$ cat config.mk
export PLATFORM = sky130hd
export DESIGN_NAME = arbitrated_memory_interface
export DESIGN_NICKNAME = d
export VERILOG_FILES = /design/src/rtl/arbitrated_memory_interface_pkg.sv /design/src/rtl/arbitrated_memory_interface_id_fifo.sv /design/src/rtl/arbitrated_memory_interface.sv
export SDC_FILE = /design/constraint.sdc
export NUM_CORES = 1
export LEC_CHECK = 0
export CAP_MARGIN = 10
export CELL_PAD_IN_SITES_DETAIL_PLACEMENT = 0
export CELL_PAD_IN_SITES_GLOBAL_PLACEMENT = 1
export CORE_MARGIN = 3
export CORE_UTILIZATION = 27
export DETAILED_ROUTE_END_ITERATION = 10
export PLACE_DENSITY_LB_ADDON = 0.1
export RECOVER_POWER = 50
export SLEW_MARGIN = 20
export SYNTH_ARGS = -nofsm -noshare
export SYNTH_HDL_FRONTEND = slang
export SYNTH_SLANG_ARGS = --single-unit
$ cat constraint.sdc
create_clock -name clock -period 2.5 [get_ports clock]
set_input_delay 0.625 -clock clock [delete_from_list [all_inputs] [get_ports clock]]
set_output_delay 0.625 -clock clock [all_outputs]
set_load 0.02 [all_outputs]
$ cat src/rtl/arbitrated_memory_interface_pkg.sv
// Shared constants and helpers for the arbitrated memory interface.
package arbitrated_memory_interface_pkg;

  localparam int unsigned ARB_FIXED = 0;
  localparam int unsigned ARB_RR    = 1;

  // Width of a port identifier; never narrower than one bit.
  function automatic int unsigned port_id_bits(input int unsigned num_ports);
    return (num_ports > 1) ? $clog2(num_ports) : 1;
  endfunction

endpackage

$ cat src/rtl/arbitrated_memory_interface_id_fifo.sv
// In-order FIFO of port IDs for reads that are in flight downstream.
module arbiter_id_fifo #(
  parameter int unsigned DEPTH = 4,
  parameter int unsigned WIDTH = 1,
  parameter int unsigned CNT_W = $clog2(DEPTH) + 1
) (
  input  logic             clock,
  input  logic             reset,
  input  logic             push_i,
  input  logic [WIDTH-1:0] push_data_i,
  input  logic             pop_i,
  output logic [WIDTH-1:0] head_o,
  output logic             full_o,
  output logic             empty_o,
  output logic [CNT_W-1:0] count_o
);

  localparam int unsigned PTR_W = $clog2(DEPTH);

  logic [WIDTH-1:0] mem_q [DEPTH];
  logic [PTR_W-1:0] wr_ptr_q, wr_ptr_d;
  logic [PTR_W-1:0] rd_ptr_q, rd_ptr_d;
  logic [CNT_W-1:0] count_q, count_d;
  logic             push_ok, pop_ok;

  assign full_o  = (count_q == CNT_W'(DEPTH));
  assign empty_o = (count_q == '0);
  assign count_o = count_q;
  assign head_o  = mem_q[rd_ptr_q];
  assign push_ok = push_i & ~full_o;
  assign pop_ok  = pop_i & ~empty_o;

  // Pointer and occupancy update; pointers wrap naturally at DEPTH.
  always_comb begin
    wr_ptr_d = wr_ptr_q;
    rd_ptr_d = rd_ptr_q;
    count_d  = count_q;
    if (push_ok) wr_ptr_d = wr_ptr_q + PTR_W'(1);
    if (pop_ok)  rd_ptr_d = rd_ptr_q + PTR_W'(1);
    case ({push_ok, pop_ok})
      2'b10:   count_d = count_q + CNT_W'(1);
      2'b01:   count_d = count_q - CNT_W'(1);
      default: count_d = count_q;
    endcase
  end

  // Control state register.
  always_ff @(posedge clock) begin
    if (!reset) begin
      wr_ptr_q <= '0;
      rd_ptr_q <= '0;
      count_q  <= '0;
    end else begin
      wr_ptr_q <= wr_ptr_d;
      rd_ptr_q <= rd_ptr_d;
      count_q  <= count_d;
    end
  end

  // Storage array; contents are meaningless while empty so no reset.
  always_ff @(posedge clock) begin
    if (push_ok) mem_q[wr_ptr_q] <= push_data_i;
  end

endmodule

$ cat src/rtl/arbitrated_memory_interface.sv
// Arbitrates NUM_PORTS request channels onto one downstream port and routes
// read responses back to the issuing port in order.
module arbitrated_memory_interface
  import arbitrated_memory_interface_pkg::*;
#(
  parameter int unsigned DATA_WIDTH      = 32,
  parameter int unsigned ADDRESS_BITS    = 32,
  parameter int unsigned NUM_PORTS       = 2,
  parameter int unsigned MAX_OUTSTANDING = 4,
  parameter int unsigned ARB_MODE        = ARB_FIXED
) (
  input  logic                             clock,
  input  logic                             reset,
  input  logic [NUM_PORTS-1:0]             port_read,
  input  logic [NUM_PORTS-1:0]             port_write,
  input  logic [NUM_PORTS*DATA_WIDTH/8-1:0] port_byte_en,
  input  logic [NUM_PORTS*ADDRESS_BITS-1:0] port_address_out,
  input  logic [NUM_PORTS*DATA_WIDTH-1:0]   port_data_out,
  output logic [NUM_PORTS-1:0]             port_ready,
  output logic [NUM_PORTS-1:0]             port_valid,
  output logic [DATA_WIDTH-1:0]            port_data_in,
  output logic [ADDRESS_BITS-1:0]          port_address_in,
  output logic                             mem_read,
  output logic                             mem_write,
  output logic [DATA_WIDTH/8-1:0]          mem_byte_en,
  output logic [ADDRESS_BITS-1:0]          mem_address_in,
  output logic [DATA_WIDTH-1:0]            mem_data_in,
  input  logic                             mem_ready,
  input  logic                             mem_valid,
  input  logic [DATA_WIDTH-1:0]            mem_data_out,
  input  logic [ADDRESS_BITS-1:0]          mem_address_out,
  output logic                             resp_error
);

  localparam int unsigned BE_W  = DATA_WIDTH / 8;
  localparam int unsigned ID_W  = port_id_bits(NUM_PORTS);
  localparam int unsigned CNT_W = $clog2(MAX_OUTSTANDING) + 1;
  localparam int unsigned OUT_W = CNT_W + 1;

  // Pending slot (doubles as the registered downstream request).
  logic                    mem_read_q, mem_read_d;
  logic                    mem_write_q, mem_write_d;
  logic [BE_W-1:0]         mem_be_q, mem_be_d;
  logic [ADDRESS_BITS-1:0] mem_addr_q, mem_addr_d;
  logic [DATA_WIDTH-1:0]   mem_data_q, mem_data_d;
  logic [ID_W-1:0]         pend_id_q, pend_id_d;
  logic [ID_W-1:0]         last_q, last_d;
  // Response path.
  logic [NUM_PORTS-1:0]    port_valid_q, port_valid_d;
  logic [DATA_WIDTH-1:0]   resp_data_q, resp_data_d;
  logic [ADDRESS_BITS-1:0] resp_addr_q, resp_addr_d;
  logic                    resp_error_q, resp_error_d;

  logic [NUM_PORTS-1:0]    eligible;
  logic [NUM_PORTS-1:0]    grant_c;
  logic                    grant_any;
  logic [ID_W-1:0]         grant_id;
  int unsigned             arb_idx;
  logic                    slot_free, read_ok;
  logic [OUT_W-1:0]        outstanding;
  logic                    sel_write;
  logic [BE_W-1:0]         sel_be;
  logic [ADDRESS_BITS-1:0] sel_addr;
  logic [DATA_WIDTH-1:0]   sel_data;

  logic                    fifo_push, fifo_pop, fifo_full, fifo_empty;
  logic [ID_W-1:0]         fifo_head;
  logic [CNT_W-1:0]        fifo_count;

  assign fifo_push = mem_read_q & mem_ready;
  assign fifo_pop  = mem_valid;

  arbiter_id_fifo #(
    .DEPTH (MAX_OUTSTANDING),
    .WIDTH (ID_W),
    .CNT_W (CNT_W)
  ) u_id_fifo (
    .clock       (clock),
    .reset       (reset),
    .push_i      (fifo_push),
    .push_data_i (pend_id_q),
    .pop_i       (fifo_pop),
    .head_o      (fifo_head),
    .full_o      (fifo_full),
    .empty_o     (fifo_empty),
    .count_o     (fifo_count)
  );

  // Eligibility and arbitration; no grants are issued while in reset.
  always_comb begin
    slot_free   = ~(mem_read_q | mem_write_q) | mem_ready;
    outstanding = OUT_W'(fifo_count) + OUT_W'(mem_read_q);
    read_ok     = ~fifo_full & (outstanding < OUT_W'(MAX_OUTSTANDING));
    eligible    = '0;
    grant_any   = 1'b0;
    grant_id    = '0;
    arb_idx     = 0;
    for (int i = 0; i < NUM_PORTS; i++) begin
      eligible[i] = reset & slot_free & (port_write[i] | (port_read[i] & read_ok));
    end
    for (int k = 0; k < NUM_PORTS; k++) begin
      if (ARB_MODE == ARB_RR) begin
        arb_idx = 32'(last_q) + 32'(k) + 32'd1;
        if (arb_idx >= NUM_PORTS) arb_idx = arb_idx - NUM_PORTS;
      end else begin
        arb_idx = 32'(k);
      end
      if (!grant_any && eligible[ID_W'(arb_idx)]) begin
        grant_any = 1'b1;
        grant_id  = ID_W'(arb_idx);
      end
    end
    grant_c = grant_any ? (NUM_PORTS'(1) << grant_id) : '0;
  end

  // Payload mux for the winning port; read+write counts as a write.
  always_comb begin
    sel_write = 1'b0;
    sel_be    = '0;
    sel_addr  = '0;
    sel_data  = '0;
    for (int i = 0; i < NUM_PORTS; i++) begin
      if (grant_c[i]) begin
        sel_write = port_write[i];
        sel_be    = port_byte_en[i*BE_W +: BE_W];
        sel_addr  = port_address_out[i*ADDRESS_BITS +: ADDRESS_BITS];
        sel_data  = port_data_out[i*DATA_WIDTH +: DATA_WIDTH];
      end
    end
  end

  // Next-state for the pending slot, round-robin pointer and response path.
  always_comb begin
    mem_read_d   = mem_read_q;
    mem_write_d  = mem_write_q;
    mem_be_d     = mem_be_q;
    mem_addr_d   = mem_addr_q;
    mem_data_d   = mem_data_q;
    pend_id_d    = pend_id_q;
    last_d       = last_q;
    port_valid_d = '0;
    resp_data_d  = resp_data_q;
    resp_addr_d  = resp_addr_q;
    resp_error_d = resp_error_q;

    if (grant_any) begin
      mem_read_d  = ~sel_write;
      mem_write_d = sel_write;
      mem_be_d    = sel_be;
      mem_addr_d  = sel_addr;
      mem_data_d  = sel_data;
      pend_id_d   = grant_id;
      last_d      = grant_id;
    end else if (mem_ready) begin
      mem_read_d  = 1'b0;
      mem_write_d = 1'b0;
    end

    if (mem_valid) begin
      if (!fifo_empty) begin
        port_valid_d = NUM_PORTS'(1) << fifo_head;
        resp_data_d  = mem_data_out;
        resp_addr_d  = mem_address_out;
      end else begin
        resp_error_d = 1'b1;
      end
    end
  end

  // State register with synchronous active-low reset.
  always_ff @(posedge clock) begin
    if (!reset) begin
      mem_read_q   <= 1'b0;
      mem_write_q  <= 1'b0;
      mem_be_q     <= '0;
      mem_addr_q   <= '0;
      mem_data_q   <= '0;
      pend_id_q    <= '0;
      last_q       <= ID_W'(NUM_PORTS - 1);
      port_valid_q <= '0;
      resp_data_q  <= '0;
      resp_addr_q  <= '0;
      resp_error_q <= 1'b0;
    end else begin
      mem_read_q   <= mem_read_d;
      mem_write_q  <= mem_write_d;
      mem_be_q     <= mem_be_d;
      mem_addr_q   <= mem_addr_d;
      mem_data_q   <= mem_data_d;
      pend_id_q    <= pend_id_d;
      last_q       <= last_d;
      port_valid_q <= port_valid_d;
      resp_data_q  <= resp_data_d;
      resp_addr_q  <= resp_addr_d;
      resp_error_q <= resp_error_d;
    end
  end

  assign port_ready      = grant_c;
  assign port_valid      = port_valid_q;
  assign port_data_in    = resp_data_q;
  assign port_address_in = resp_addr_q;
  assign mem_read        = mem_read_q;
  assign mem_write       = mem_write_q;
  assign mem_byte_en     = mem_be_q;
  assign mem_address_in  = mem_addr_q;
  assign mem_data_in     = mem_data_q;
  assign resp_error      = resp_error_q;

endmodule

==> impl_metrics.csv <==
group,metric,value,unit
detailed_routing,wl_per_cell,18.68,µm
clock_tree,cts-hold-fix-buffers,0,
place,io_buffers,346,
finish,final_nets,1152,
timing,finalSetupViolations,0,
setup_path,reg2reg_slack,0.32,ns
pwr,p_per_area,779.2,mW/mm²
die,coreArea,0.02203,mm²
finish,utilization,0.4773,
die,die_area,0.02440,mm²
yosys,synthArstFlopShare,0,
global_route,grt_usage,0.1825,
finish,final_common_cell,"clkdlybuf4s50_1",
yosys,ys_ff_latch,151,
setup_path,path_max_fanout,2,
timing,fin_skew,0.006936,ns
place,dp_hpwl,16280,µm
finish,area_growth,72.58,%
clock_tree,cts.reportedPaths.clkPinSlew,0.06,ns
yosys,synth_top_area_frac,0.4831,
setup_path,cp-startpoint,"port_write[0]",
timing,fmax,408.9,MHz
yosys,syn_inst,607,
yosys,synth_enable_flop_cells,4,
place,place.gp.congestion,0.8149,
timing,drv_slew,0,
timing,hold_viol,0,
detailed_routing,initialDrtViolationCount,364,
clock_tree,numCtsBuffers,17,
die,die_w,156.2,µm
setup_path,worstSetupPathType,"primary input to output port",
detailed_routing,finalWirelength,23020,µm
pwr,p_leak,3.928,nW
finish,layout_common_cells,"clkdlybuf4s50_1 (276), dfxtp_1 (146), nand2_1 (132)",
yosys,synth_fp_nets,821,
clock_tree,clock_latency,0.42,ns
setup_path,critPathCaptureType,"output port",
timing,finalCritPeriodShare,0.9783,
global_route,grt_pass1_vias,6195,
global_route,grt_max_degree,80,
worst_hold_path,hp-class,"flip-flop to flip-flop",
yosys,synth_area_leaders,"dfxtp_1 (48%), o221a_2 (11%), o31a_1 (9.8%)",
yosys,netlist-cell-type-count,36,
setup_path,worst-r2r-cell-count,10,
clock_tree,cts-root-buf,"clkbuf_16",
yosys,synth-seq-area-share,0.5028,
pwr,ir_drop,0.3745,mV
clock_tree,post_cts_buffers,0,
setup_path,slowest_delay,0.47,ns
yosys,synthesis.area,0.006092,mm²
setup_path,path_buf_inv,3,
detailed_routing,postRouteAntennaNets,0,
timing,period_minus_slack,2.446,ns
setup_path,crit_end,"port_ready[1]",
setup_path,slowest_stage,"clkdlybuf4s50_1",
setup_path,path_delay_family,"buffers and inverters",
yosys,syn_avg_cell_area,10.04,µm²
yosys,synth_top_cell_by_area,"dfxtp_1",
timing,setup_tns,0,ns
detailed_routing,vias_per_cell,4.846,
die,start_util,0.2766,
yosys,synth_top_family_by_area,"compound AO/OA/AOI/OAI gates",
timing,fin_hold_ws,0.4627,ns
die,io_pins,347,
detailed_routing,drtPass1Iterations,5,
die,die_h,156.2,µm
yosys,synth_compound_area_frac,0.3190,
setup_path,worstPathArrival,1.82,ns
yosys,synthXorXnorAreaFrac,0.007188,
global_route,antenna_found_initial,3,
global_route,grt_pass1_wl,34790,µm
timing,rsz0062_at_grt,"no",
yosys,synth_top_flop_cell,"dfxtp_1",
yosys,yosysWarnings,0,
finish,instances_no_fill,1232,
clock_tree,clk_path_buf_depth,2,
setup_path,worstPathCellList,"clkdlybuf4s50_1, a21oi_4, or3b_4, inv_1, buf_4",
status,status,"finished, final reports clean",
detailed_routing,vias,5970,
yosys,synthSimpleGateAreaFrac,0.1068,
die,row_count,54,
place,dp_cells,1199,
setup_path,r2r_start,"u_id_fifo.count_o[2]$_SDFFE_PN0P_",
finish,drive_above_1_share,0.1325,
yosys,synth_adder_area_share,0.01356,
place,place_area,0.009920,mm²
timing,tightest_slew,1.298,ns
clock_tree,cts_tree,"built",
detailed_routing,drc_errors,0,
setup_path,critPathLaunchType,"primary input",
setup_path,required,1.88,ns
clock_tree,clock_sinks,151,
timing,relSlewSlack,0.1350,
yosys,synthMuxAreaShare,0.005340,
setup_path,worst-path-stages,5,
global_route,grt-ovfl-total,0,
flow_run,cap_viol_max_count,0,
setup_path,rr_endpoint,"u_id_fifo.count_o[2]$_SDFFE_PN0P_",
finish,finalInstanceArea,0.01051,mm²
clock_tree,htreeDepth,4,
-- how the worst min path moves through the flow --
stage,startpoint,to,slack [ns],cells past startpoint
6_report,port_data_in[11]$_SDFFE_PN0P_,port_data_in[11]$_SDFFE_PN0P_,0.46,2
5_1_grt,port_address_in[3]$_SDFFE_PN0P_,port_address_in[3]$_SDFFE_PN0P_,0.49,2
4_1_cts,port_address_in[19]$_SDFFE_PN0P_,port_address_in[19]$_SDFFE_PN0P_,0.47,2
3_5_place_dp,port_address_in[19]$_SDFFE_PN0P_,port_address_in[19]$_SDFFE_PN0P_,0.46,2
3_3_place_gp,port_data_in[8]$_SDFFE_PN0P_,port_data_in[8]$_SDFFE_PN0P_,0.45,2
2_1_floorplan,pend_id_q$_SDFFE_PN0P_,u_id_fifo.mem_q[0]$_DFFE_PP_,0.46,0
-- cell usage after synthesis (3+ instances only) --
cell type and number:
dfxtp_1 147, nand2_1 132, o31a_1 68, a21boi_0 67, o221a_2 60, clkbuf_1 50
and2_1 10, o221a_1 9, inv_1 8, nor2_1 6, buf_1 5, ha_1 5
edfxtp_1 4, nor2b_1 3, o21ai_0 3, xnor2_1 3
-- cells by family (layout without fill, tap and decap cells) --
group                      count (synthesis)  count (layout)
DFF                                      151             151
AOI/OAI and AO/OA                        215             215
and+or+nand+nor                          159             159
buffers and inverters                     69             413
xor gates and xnor gates                   5               5
other                                      0               1
adders and majority gates                  6               6
muxes                                      2               2
-- state kept, by name, indices dropped and copies added, names as in the netlist, 2 cells and up, named ones only --
signal and cells:
port_address_in 32, port_valid 2, port_data_in 32, mem_data_in 32, u_id_fifo.rd_ptr_q 2, u_id_fifo.mem_q 4
u_id_fifo.wr_ptr_q 2, mem_byte_en 4, u_id_fifo.count_o 3, mem_address_in 32
-- cell type report --
| type | count | area, µm² |
|---|---|---|
| tap | 280 | 350.3 |
| fill | 2054 | 11510 |
| timing repair buffer | 372 | 3675 |
| sequential | 151 | 3064 |
| clock inverter | 15 | 167.7 |
| antenna | 1 | 2.502 |
| clock buffer | 17 | 425.4 |
| multi-input combinational | 387 | 2795 |
| inverter | 9 | 33.78 |
-- tightest hold or removal path, stage by stage, from the launching register on --
cell and delay, ns:
dfxtp_1 0.31, nand2_1 0.04, a21boi_0 0.06
-- stage by stage --
| stage | power, mW | worst slack [ns] |
|---|---|---|
| global placement | 5.655 | -0.5145 |
| finish | 8.193 | 0.05430 |
| global route | 8.631 | 0.004437 |
| detailed placement | 5.708 | -0.5103 |
| floorplan | 4.328 | 0.07915 |
| CTS | 8.401 | 0.04234 |
-- power by group --
group | switching (mW) | internal (mW)
Sequential | 0.192 | 2.79
Combinational | 1.34 | 1.24
Clock | 1.13 | 1.50
Total | 2.66 | 5.53
-- metal layers --
layer | global-route usage | vias up | wire length [µm] | share of wire
li1 | - | 2881 | - | -
met4 | 0.05711 | 4 | 487 | 0.021
met5 | 0 | - | 27 | 0.0012
met1 | 0.1973 | 2813 | 8778 | 0.38
met3 | 0.08656 | 30 | 2450 | 0.11
met2 | 0.3171 | 242 | 11270 | 0.49
-- repair_timing --
action | CTS | global route
gates cloned | 0 | 0
setup endpoints to repair | 2 | 2
gates resized for setup | 10 | 1
Note: power is estimated with default switching activity, not from simulation.
